==> config.mk <==
export PLATFORM = sky130hd
export DESIGN_NAME = lsu_controller_flat
export DESIGN_NICKNAME = d
export VERILOG_FILES = /design/src/rtl/lsu_controller_if.sv /design/src/rtl/lsu_controller.sv /design/src/flat_wrapper.sv
export SDC_FILE = /design/constraint.sdc
export NUM_CORES = 1
export LEC_CHECK = 0
export CAP_MARGIN = 20
export CORE_ASPECT_RATIO = 0.6
export CORE_MARGIN = 1.5
export CORE_UTILIZATION = 47
export CTS_BUF_LIST = sky130_fd_sc_hd__clkbuf_4
export CTS_CLUSTER_SIZE = 30
export DETAILED_ROUTE_END_ITERATION = 8
export HOLD_SLACK_MARGIN = 0.05
export PLACE_DENSITY = 0.95
export SLEW_MARGIN = 20
export SYNTH_ARGS = -nofsm -noshare
export SYNTH_HDL_FRONTEND = slang
export SYNTH_SLANG_ARGS = --single-unit
export TNS_END_PERCENT = 100
==> constraint.sdc <==
create_clock -name clk_i -period 7.35 [get_ports clk_i]
set_input_delay 0.735 -clock clk_i [delete_from_list [all_inputs] [get_ports clk_i]]
set_output_delay 0.735 -clock clk_i [all_outputs]
set_load 0.01 [all_outputs]
==> src/rtl/lsu_controller_if.sv <==
// Data-memory bus bundle between the load/store unit (master) and the memory (slave).
// Signal names keep the LSU-side direction suffixes so they read the same at both ends.
interface lsu_controller_if;
    logic        mem_req_o;
    logic        mem_we_o;
    logic [3:0]  mem_be_o;
    logic [31:0] mem_addr_o;
    logic [31:0] mem_wd_o;
    logic [31:0] mem_rd_i;
    logic        mem_ready_i;

    modport master (
        output mem_req_o, mem_we_o, mem_be_o, mem_addr_o, mem_wd_o,
        input  mem_rd_i, mem_ready_i
    );

    modport slave (
        input  mem_req_o, mem_we_o, mem_be_o, mem_addr_o, mem_wd_o,
        output mem_rd_i, mem_ready_i
    );
endinterface

==> src/rtl/lsu_controller.sv <==
// Load/store unit: one data-bus transaction per memory instruction via IDLE/REQ/DONE FSM.
// Optional macro LSU_MISALIGN_EN: trap misaligned H/W accesses without touching the bus.
module lsu_controller #(
    parameter int BUS_TIMEOUT = 0
) (
    input  logic                    clk_i,
    input  logic                    rst_i,
    input  logic                    core_req_i,
    input  logic                    core_we_i,
    input  logic [2:0]              core_size_i,
    input  logic [31:0]             core_addr_i,
    input  logic [31:0]             core_wd_i,
    output logic [31:0]             core_rd_o,
    output logic                    core_stall_o,
    output logic                    bus_err_o,
    output logic                    misalign_o,
    lsu_controller_if.master        bus
);
    typedef enum logic [1:0] {IDLE, REQ, DONE} state_t;

    localparam int CW = (BUS_TIMEOUT > 1) ? $clog2(BUS_TIMEOUT) : 1;

    state_t         state_q;
    logic [2:0]     size_q;
    logic [1:0]     off_q;
    logic [CW-1:0]  cnt_q;
    logic           mem_req_q;
    logic           mem_we_q;
    logic [3:0]     mem_be_q;
    logic [31:0]    mem_addr_q;
    logic [31:0]    mem_wd_q;
    logic [31:0]    core_rd_q;
    logic           bus_err_q;

    logic [3:0]     be_d;
    logic [31:0]    wd_d;
    logic           timeout_hit;
    logic           misaligned;

    function automatic logic [31:0] extract(input logic [2:0]  size,
                                            input logic [1:0]  off,
                                            input logic [31:0] w);
        logic [7:0]  b;
        logic [15:0] h;
        b = w[{off, 3'b000} +: 8];
        h = off[1] ? w[31:16] : w[15:0];
        case (size)
            3'b000:  return {{24{b[7]}}, b};
            3'b100:  return {24'b0, b};
            3'b001:  return {{16{h[15]}}, h};
            3'b101:  return {16'b0, h};
            3'b010:  return w;
            default: return 32'b0;
        endcase
    endfunction

    always_comb begin
        be_d = 4'b0000;
        wd_d = core_wd_i;
        case (core_size_i)
            3'b000, 3'b100: begin
                be_d = 4'b0001 << core_addr_i[1:0];
                wd_d = {4{core_wd_i[7:0]}};
            end
            3'b001, 3'b101: begin
                be_d = 4'b0011 << {core_addr_i[1], 1'b0};
                wd_d = {2{core_wd_i[15:0]}};
            end
            3'b010:  be_d = 4'b1111;
            default: be_d = 4'b0000;
        endcase
    end

`ifdef LSU_MISALIGN_EN
    logic misalign_q;
    assign misaligned = (((core_size_i == 3'b001) || (core_size_i == 3'b101)) && core_addr_i[0])
                     || ((core_size_i == 3'b010) && (core_addr_i[1:0] != 2'b00));
    assign misalign_o = misalign_q;
`else
    assign misaligned = 1'b0;
    assign misalign_o = 1'b0;
`endif

    // BUS_TIMEOUT=0 disables the abort path entirely.
    assign timeout_hit = (BUS_TIMEOUT > 0) && (cnt_q == CW'(BUS_TIMEOUT - 1));

    always_comb begin
        case (state_q)
            IDLE:    core_stall_o = core_req_i;
            REQ:     core_stall_o = 1'b1;
            default: core_stall_o = 1'b0;
        endcase
    end

    always_ff @(posedge clk_i or posedge rst_i) begin
        if (rst_i) begin
            state_q    <= IDLE;
            size_q     <= 3'b000;
            off_q      <= 2'b00;
            cnt_q      <= '0;
            mem_req_q  <= 1'b0;
            mem_we_q   <= 1'b0;
            mem_be_q   <= 4'b0000;
            mem_addr_q <= 32'b0;
            mem_wd_q   <= 32'b0;
            core_rd_q  <= 32'b0;
            bus_err_q  <= 1'b0;
`ifdef LSU_MISALIGN_EN
            misalign_q <= 1'b0;
`endif
        end else begin
            bus_err_q <= 1'b0;
`ifdef LSU_MISALIGN_EN
            misalign_q <= 1'b0;
`endif
            case (state_q)
                IDLE: begin
                    if (core_req_i) begin
                        if (misaligned) begin
`ifdef LSU_MISALIGN_EN
                            misalign_q <= 1'b1;
`endif
                            core_rd_q <= 32'b0;
                            state_q   <= DONE;
                        end else begin
                            size_q     <= core_size_i;
                            off_q      <= core_addr_i[1:0];
                            cnt_q      <= '0;
                            mem_req_q  <= 1'b1;
                            mem_we_q   <= core_we_i;
                            mem_be_q   <= be_d;
                            mem_addr_q <= {core_addr_i[31:2], 2'b00};
                            mem_wd_q   <= wd_d;
                            state_q    <= REQ;
                        end
                    end
                end
                REQ: begin
                    // Ready on the limit cycle still completes normally.
                    if (bus.mem_ready_i) begin
                        if (!mem_we_q) begin
                            core_rd_q <= extract(size_q, off_q, bus.mem_rd_i);
                        end
                        mem_req_q <= 1'b0;
                        state_q   <= DONE;
                    end else if (timeout_hit) begin
                        mem_req_q <= 1'b0;
                        bus_err_q <= 1'b1;
                        core_rd_q <= 32'b0;
                        state_q   <= DONE;
                    end else begin
                        cnt_q <= cnt_q + 1'b1;
                    end
                end
                default: state_q <= IDLE;
            endcase
        end
    end

    assign core_rd_o      = core_rd_q;
    assign bus_err_o      = bus_err_q;
    assign bus.mem_req_o  = mem_req_q;
    assign bus.mem_we_o   = mem_we_q;
    assign bus.mem_be_o   = mem_be_q;
    assign bus.mem_addr_o = mem_addr_q;
    assign bus.mem_wd_o   = mem_wd_q;
endmodule

==> src/flat_wrapper.sv <==
// flat-port wrapper written by rule: the top's interface ports become plain ports
module lsu_controller_flat 
#(
    parameter int BUS_TIMEOUT = 0
)
  (clk_i, rst_i, core_req_i, core_we_i, core_size_i, core_addr_i, core_wd_i, core_rd_o, core_stall_o, bus_err_o, misalign_o, bus_mem_req_o, bus_mem_we_o, bus_mem_be_o, bus_mem_addr_o, bus_mem_wd_o, bus_mem_rd_i, bus_mem_ready_i);
  lsu_controller_if bus_i ();
  input  logic clk_i;
  input  logic rst_i;
  input  logic core_req_i;
  input  logic core_we_i;
  input  logic [2:0] core_size_i;
  input  logic [31:0] core_addr_i;
  input  logic [31:0] core_wd_i;
  output logic [31:0] core_rd_o;
  output logic core_stall_o;
  output logic bus_err_o;
  output logic misalign_o;
  output wire logic [$bits(bus_i.mem_req_o)-1:0] bus_mem_req_o;
  output wire logic [$bits(bus_i.mem_we_o)-1:0] bus_mem_we_o;
  output wire logic [$bits(bus_i.mem_be_o)-1:0] bus_mem_be_o;
  output wire logic [$bits(bus_i.mem_addr_o)-1:0] bus_mem_addr_o;
  output wire logic [$bits(bus_i.mem_wd_o)-1:0] bus_mem_wd_o;
  input wire logic [$bits(bus_i.mem_rd_i)-1:0] bus_mem_rd_i;
  input wire logic [$bits(bus_i.mem_ready_i)-1:0] bus_mem_ready_i;
  assign bus_mem_req_o = bus_i.mem_req_o;
  assign bus_mem_we_o = bus_i.mem_we_o;
  assign bus_mem_be_o = bus_i.mem_be_o;
  assign bus_mem_addr_o = bus_i.mem_addr_o;
  assign bus_mem_wd_o = bus_i.mem_wd_o;
  assign bus_i.mem_rd_i = bus_mem_rd_i;
  assign bus_i.mem_ready_i = bus_mem_ready_i;
  lsu_controller #(.BUS_TIMEOUT(BUS_TIMEOUT)) u_core (.clk_i(clk_i), .rst_i(rst_i), .core_req_i(core_req_i), .core_we_i(core_we_i), .core_size_i(core_size_i), .core_addr_i(core_addr_i), .core_wd_i(core_wd_i), .core_rd_o(core_rd_o), .core_stall_o(core_stall_o), .bus_err_o(bus_err_o), .misalign_o(misalign_o), .bus(bus_i));
endmodule
**Yosys cells after proc, flatten, opt, wreduce, memory -nomap -nowiden**

Index checks and enable logic that the tools add are counted.

- Memory bits (writable): 0
- Output and inout port bits: 105
- Logic and storage cells: 45
- Register bits after elaboration: 107
- Bits in latches: 0
- Memories kept: 0
- Bits in read-only memories: 0
- Input bits: 104

- Order comparisons: 0
- Add/sub/neg operators: 0
- Reductions and logical operators: 10
- Bitwise operators: 1
- Multiplexer cells: 11
- Multipliers: 0
- Divide/modulo/power cells: 0
- Shifts and indexed selects: 3
- Equality and inequality tests: 11

Operators with widths:

| cell | number |
|---|---|
| case mux 32 bit (5 select lines) | 1 |
| case mux 32 bit (2 select lines) | 1 |
| indexed part select 32 x 6 -> 8 bit | 1 |
| 2-to-1 mux 16 bit | 1 |
| equality test 3 bit, second input constant | 4 |
| case mux 4 bit (3 select lines) | 1 |
| equality test 3 x 1 -> 1 bit, second input constant | 2 |
| equality test 3 x 2 -> 1 bit, second input constant | 2 |
| zero test 3 bit | 2 |
| AND reduction 3 bit | 2 |
| 2-to-1 mux 2 bit | 2 |
| != test 2 bit, second input constant | 2 |
| case mux 1 bit (2 select lines) | 2 |
| case mux 2 bit (2 select lines) | 1 |
| AND reduction 2 bit | 2 |
| OR reduction 2 bit | 2 |
| left shift 1 x 2 -> 4 bit, first input constant | 1 |
| left shift 2 x 2 -> 4 bit, first input constant | 1 |
| equality test 2 x 1 -> 1 bit, second input constant | 1 |
| zero test 2 bit | 1 |
| 2-to-1 mux 1 bit | 2 |
| nonzero test 2 bit | 1 |
| NOT 1 bit | 1 |

**Logic depth before layout (Yosys ltp)**

- Word-level depth: 3
- Gate-level depth with buffers: 6
- Mapped depth without buffers: 4

**Worst setup path before layout**

OpenSTA, ideal clock, no wires.

- Path kind: input-to-output
- From: input core_req_i
- To: output core_stall_o
- Slack: 5675 ps
- Arrival: 940 ps
- Stages on the path: 2
- Data required time: 6615 ps
- Path buffers: 0
- Cells stage by stage: nor2_1 nor2_1

- Word-level cells in the longest chain between the ends: 1

Ends and longest elaborated chain:

| element | RTL line | source |
|---|---|---|
| start: declaration | flat_wrapper.sv:10 | `input logic core_req_i;` |
| case mux 1 bit (2 select lines) | lsu_controller.sv:88 | `case (state_q)` |
| end: declaration | flat_wrapper.sv:16 | `output logic core_stall_o;` |

No other way between the ends.

**Worst setup path in the final report**

Ends and elaborated chain as after synthesis.

==> results_dict.tcl <==
set metrics [dict create \
    antenna_cells 0 \
    slew_headroom_pct 34.2 \
    numPortBuffers 204 \
    layout-drive-gt1-share_pct 4.22 \
    synthesis.area_um2 4880 \
    max-cap-violations 0 \
    end_kind "output pin" \
    firstDrtPassIters 5 \
    period_needed_ns 2.71 \
    rsz0062_at_grt "no" \
    cts_setup_buffers 0 \
    crit_family "buffers and inverters" \
    comb_power_share_pct 42.2 \
    cts_resized 0 \
    cts_sinks 107 \
    io_pins 209 \
    via_per_inst 5.29 \
    grt_max_degree 103 \
    yosysSeqAreaShare_pct 54.8 \
    dp.cells 855 \
    min-delay-start "u_core.bus.mem_addr_o[17]" \
    cpPeakStageDelay_ns 0.56 \
    grt_usage_pct 27.2 \
    core-area_um2 9980 \
    clkPwrFrac_pct 16.1 \
    grt_pass1_vias 4647 \
    root_buffer "clkbuf_4" \
    wire_per_inst_um 17.1 \
    fmax_mhz 369 \
    synth_top_flop_cell "dfrtp_1" \
    grt_pass1_wl_um 23100 \
    area_growth_syn_to_layout_pct 46.0 \
    worst-path-buf-inv 2 \
    p_per_area_nw_per_um2 308 \
    synth_common_cells "nand2_1 (192), dfrtp_1 (107), a21oi_1 (38)" \
    status "complete, no violations" \
    instances_no_fill 869 \
    ir_drop_mv 0.189 \
    cp-start-kind "input pin" \
    crit_fanout 3 \
    cts.clk_slew.worst_paths_ns 0.14 \
    report.final.slew_viol_count 0 \
    fin_crit_sh_pct 36.9 \
    leakagePower_nw 3.27 \
    yosys_warnings 0 \
    fin_nets 835 \
    drc_errors 0 \
    drt_iter0_drc 338 \
    critical_path_class "in2out" \
    crit_path_top_delay_cell "clkdlybuf4s50_1" \
    synthDistinctLibCells 35 \
    initial_utilization_pct 48.9 \
    postPlaceCellArea_um2 6960 \
    finalSetupViolations 0 \
    crit_path_start "core_req_i" \
    holdBufCountCts 0 \
    min_to "u_core.bus.mem_addr_o[17]" \
    synth_area_leader_cell "dfrtp_1" \
    ant_nets 0 \
    totalWireLength_um 14800 \
    die_w_um 135 \
    synth_edf_count 0 \
    final.setup_skew_ns 0.00880 \
    dieArea_um2 11000 \
    synth_top_area_share_pct 54.8 \
    p_int_w 0.00144 \
    syn_avg_cell_area_um2 8.93 \
    path_cells "clkdlybuf4s50_1 > nor2_1 > nor2_1 > clkdlybuf4s50_1" \
    fp-row-count 28 \
    numCtsBuffers 9 \
    r2r-start "u_core.size_q[1]" \
    netSwitchingFraction_pct 34.2 \
    synthArstFlopShare_pct 100 \
    cts_tree "yes" \
    hpwl_um 11100 \
    critPathRequiredTime_ns 6.61 \
    fin_setup_tns_ns 0 \
    power.total_w 0.00219 \
    p_switching_w 0.000751 \
    hold_viol_final 0 \
    cts.htree.levels 3 \
    place.gp.congestion 0.913 \
    rr_endpoint "u_core.core_rd_o[4]" \
    r2r_cells 4 \
    synth.area.top_cells "dfrtp_1 (55%), nand2_1 (15%), mux2i_1 (5.1%), a21oi_1 (3.9%), nand3_1 (3.8%)" \
    min_path_type "reg2reg" \
    ys_seq_elements 107 \
    num_vias 4594 \
    cts_buffer_depth 2 \
    worstMarginPinSlew_ns 0.986 \
    grt-ovfl-total 0 \
    p_seq_share_pct 41.7 \
    critPathArrivalTime_ns 1.98 \
    die_h_um 82.0 \
    fin_area_um2 7130 \
    r2r_slack_ns 5.04 \
    synth_most_common_cell "nand2_1" \
    synth_cells 547 \
    insertion_delay_ns 0.45 \
    antenna_found_initial 0 \
    min_path_cells 2 \
]
[worst max-delay path by stage]
stage               cells after the start                         to  slack (ns)
floorplan                               1  u_core.bus.mem_addr_o[10]        3.80
global placement                        4               core_stall_o        4.66
detailed placement                      4    u_core.bus.mem_wd_o[11]        4.60
CTS                                     4               core_stall_o        4.63
global route                            4               core_stall_o        4.57
finish                                  4               core_stall_o        4.64
[state kept, by name, summed over array words and instances, names as in the netlist]
signal                 count
u_core.bus.mem_wd_o       32
u_core.bus.mem_addr_o     30
u_core.size_q              3
u_core.core_rd_o          32
u_core.bus.mem_req_o       1
u_core.bus.mem_be_o        4
u_core.off_q               2
u_core.bus.mem_we_o        1
u_core.state_q             2
[power groups by stage]
stage | sequential, W | clock (W) | combinational, W
floorplan | 0.000984 | 0 | 0.000318
global placement | 0.000911 | 0 | 0.000899
detailed placement | 0.000924 | 0 | 0.000927
CTS | 0.000913 | 0.000363 | 0.000931
global route | 0.000935 | 0.000382 | 0.00101
finish | 0.000915 | 0.000353 | 0.000927
[worst min-delay path, stage by stage (launching register included)]
cell,delay [ns]
dfrtp_1,0.37
nand2_1,0.05
nand2_1,0.05
[cells by family after synthesis]
kind of cell    Yosys count  share of synthesized area, %
flops                   107                          54.8
other cells               1                        0.0768
simple gates            272                          23.2
mux                      30                          6.35
compound gates           95                          11.4
buf+inv                  42                          4.10
[through the flow]
stage	utilization (%)	hold slack [ns]	setup slack, ns
2_1_floorplan	-	0.506	3.80
3_3_place_gp	69.7	0.457	4.66
3_5_place_dp	69.7	0.463	4.60
4_1_cts	71.4	0.498	4.63
5_1_grt	71.4	0.518	4.57
6_report	71.4	0.492	4.64
[final cells by class]
type                    instances  area (um2)
fillers                       741        2850
well taps                     135         169
repair buffers                209        2080
inverters                       3        13.8
multi-input cells             401        2020
flip-flops and latches        107        2680
clock inverters                 5         104
clock buffers                   9        67.6
[per-layer routing]
layer / track usage, % / part of all wire, % / routed length (um) / up-vias
li1: - / - / - / 2173
met1: 36.0 / 44 / 6540 / 2201
met2: 46.3 / 47 / 6960 / 205
met3: 6.79 / 8.2 / 1210 / 15
met4: 5.05 / 0.86 / 127 / 0
met5: 0 / 0 / 0 / -
[cell usage in the layout (no fill, tap or decap), types with 2 or more instances in the layout]
| master | count |
|---|---|
| nand3_1 | 37 |
| dfrtp_1 | 107 |
| conb_1 | 4 |
| clkbuf_4 | 9 |
| inv_1 | 2 |
| a22oi_1 | 10 |
| mux2i_1 | 25 |
| a21o_1 | 4 |
| nor2_1 | 25 |
| bufinv_16 | 3 |
| nand2b_1 | 5 |
| buf_4 | 5 |
| clkdlybuf4s50_1 | 204 |
| nand2_1 | 191 |
| nor2b_1 | 2 |
| mux2_2 | 4 |
| and2_1 | 2 |
| o21ai_0 | 37 |
| a21oi_1 | 38 |
(Power assumes the default switching activity.)
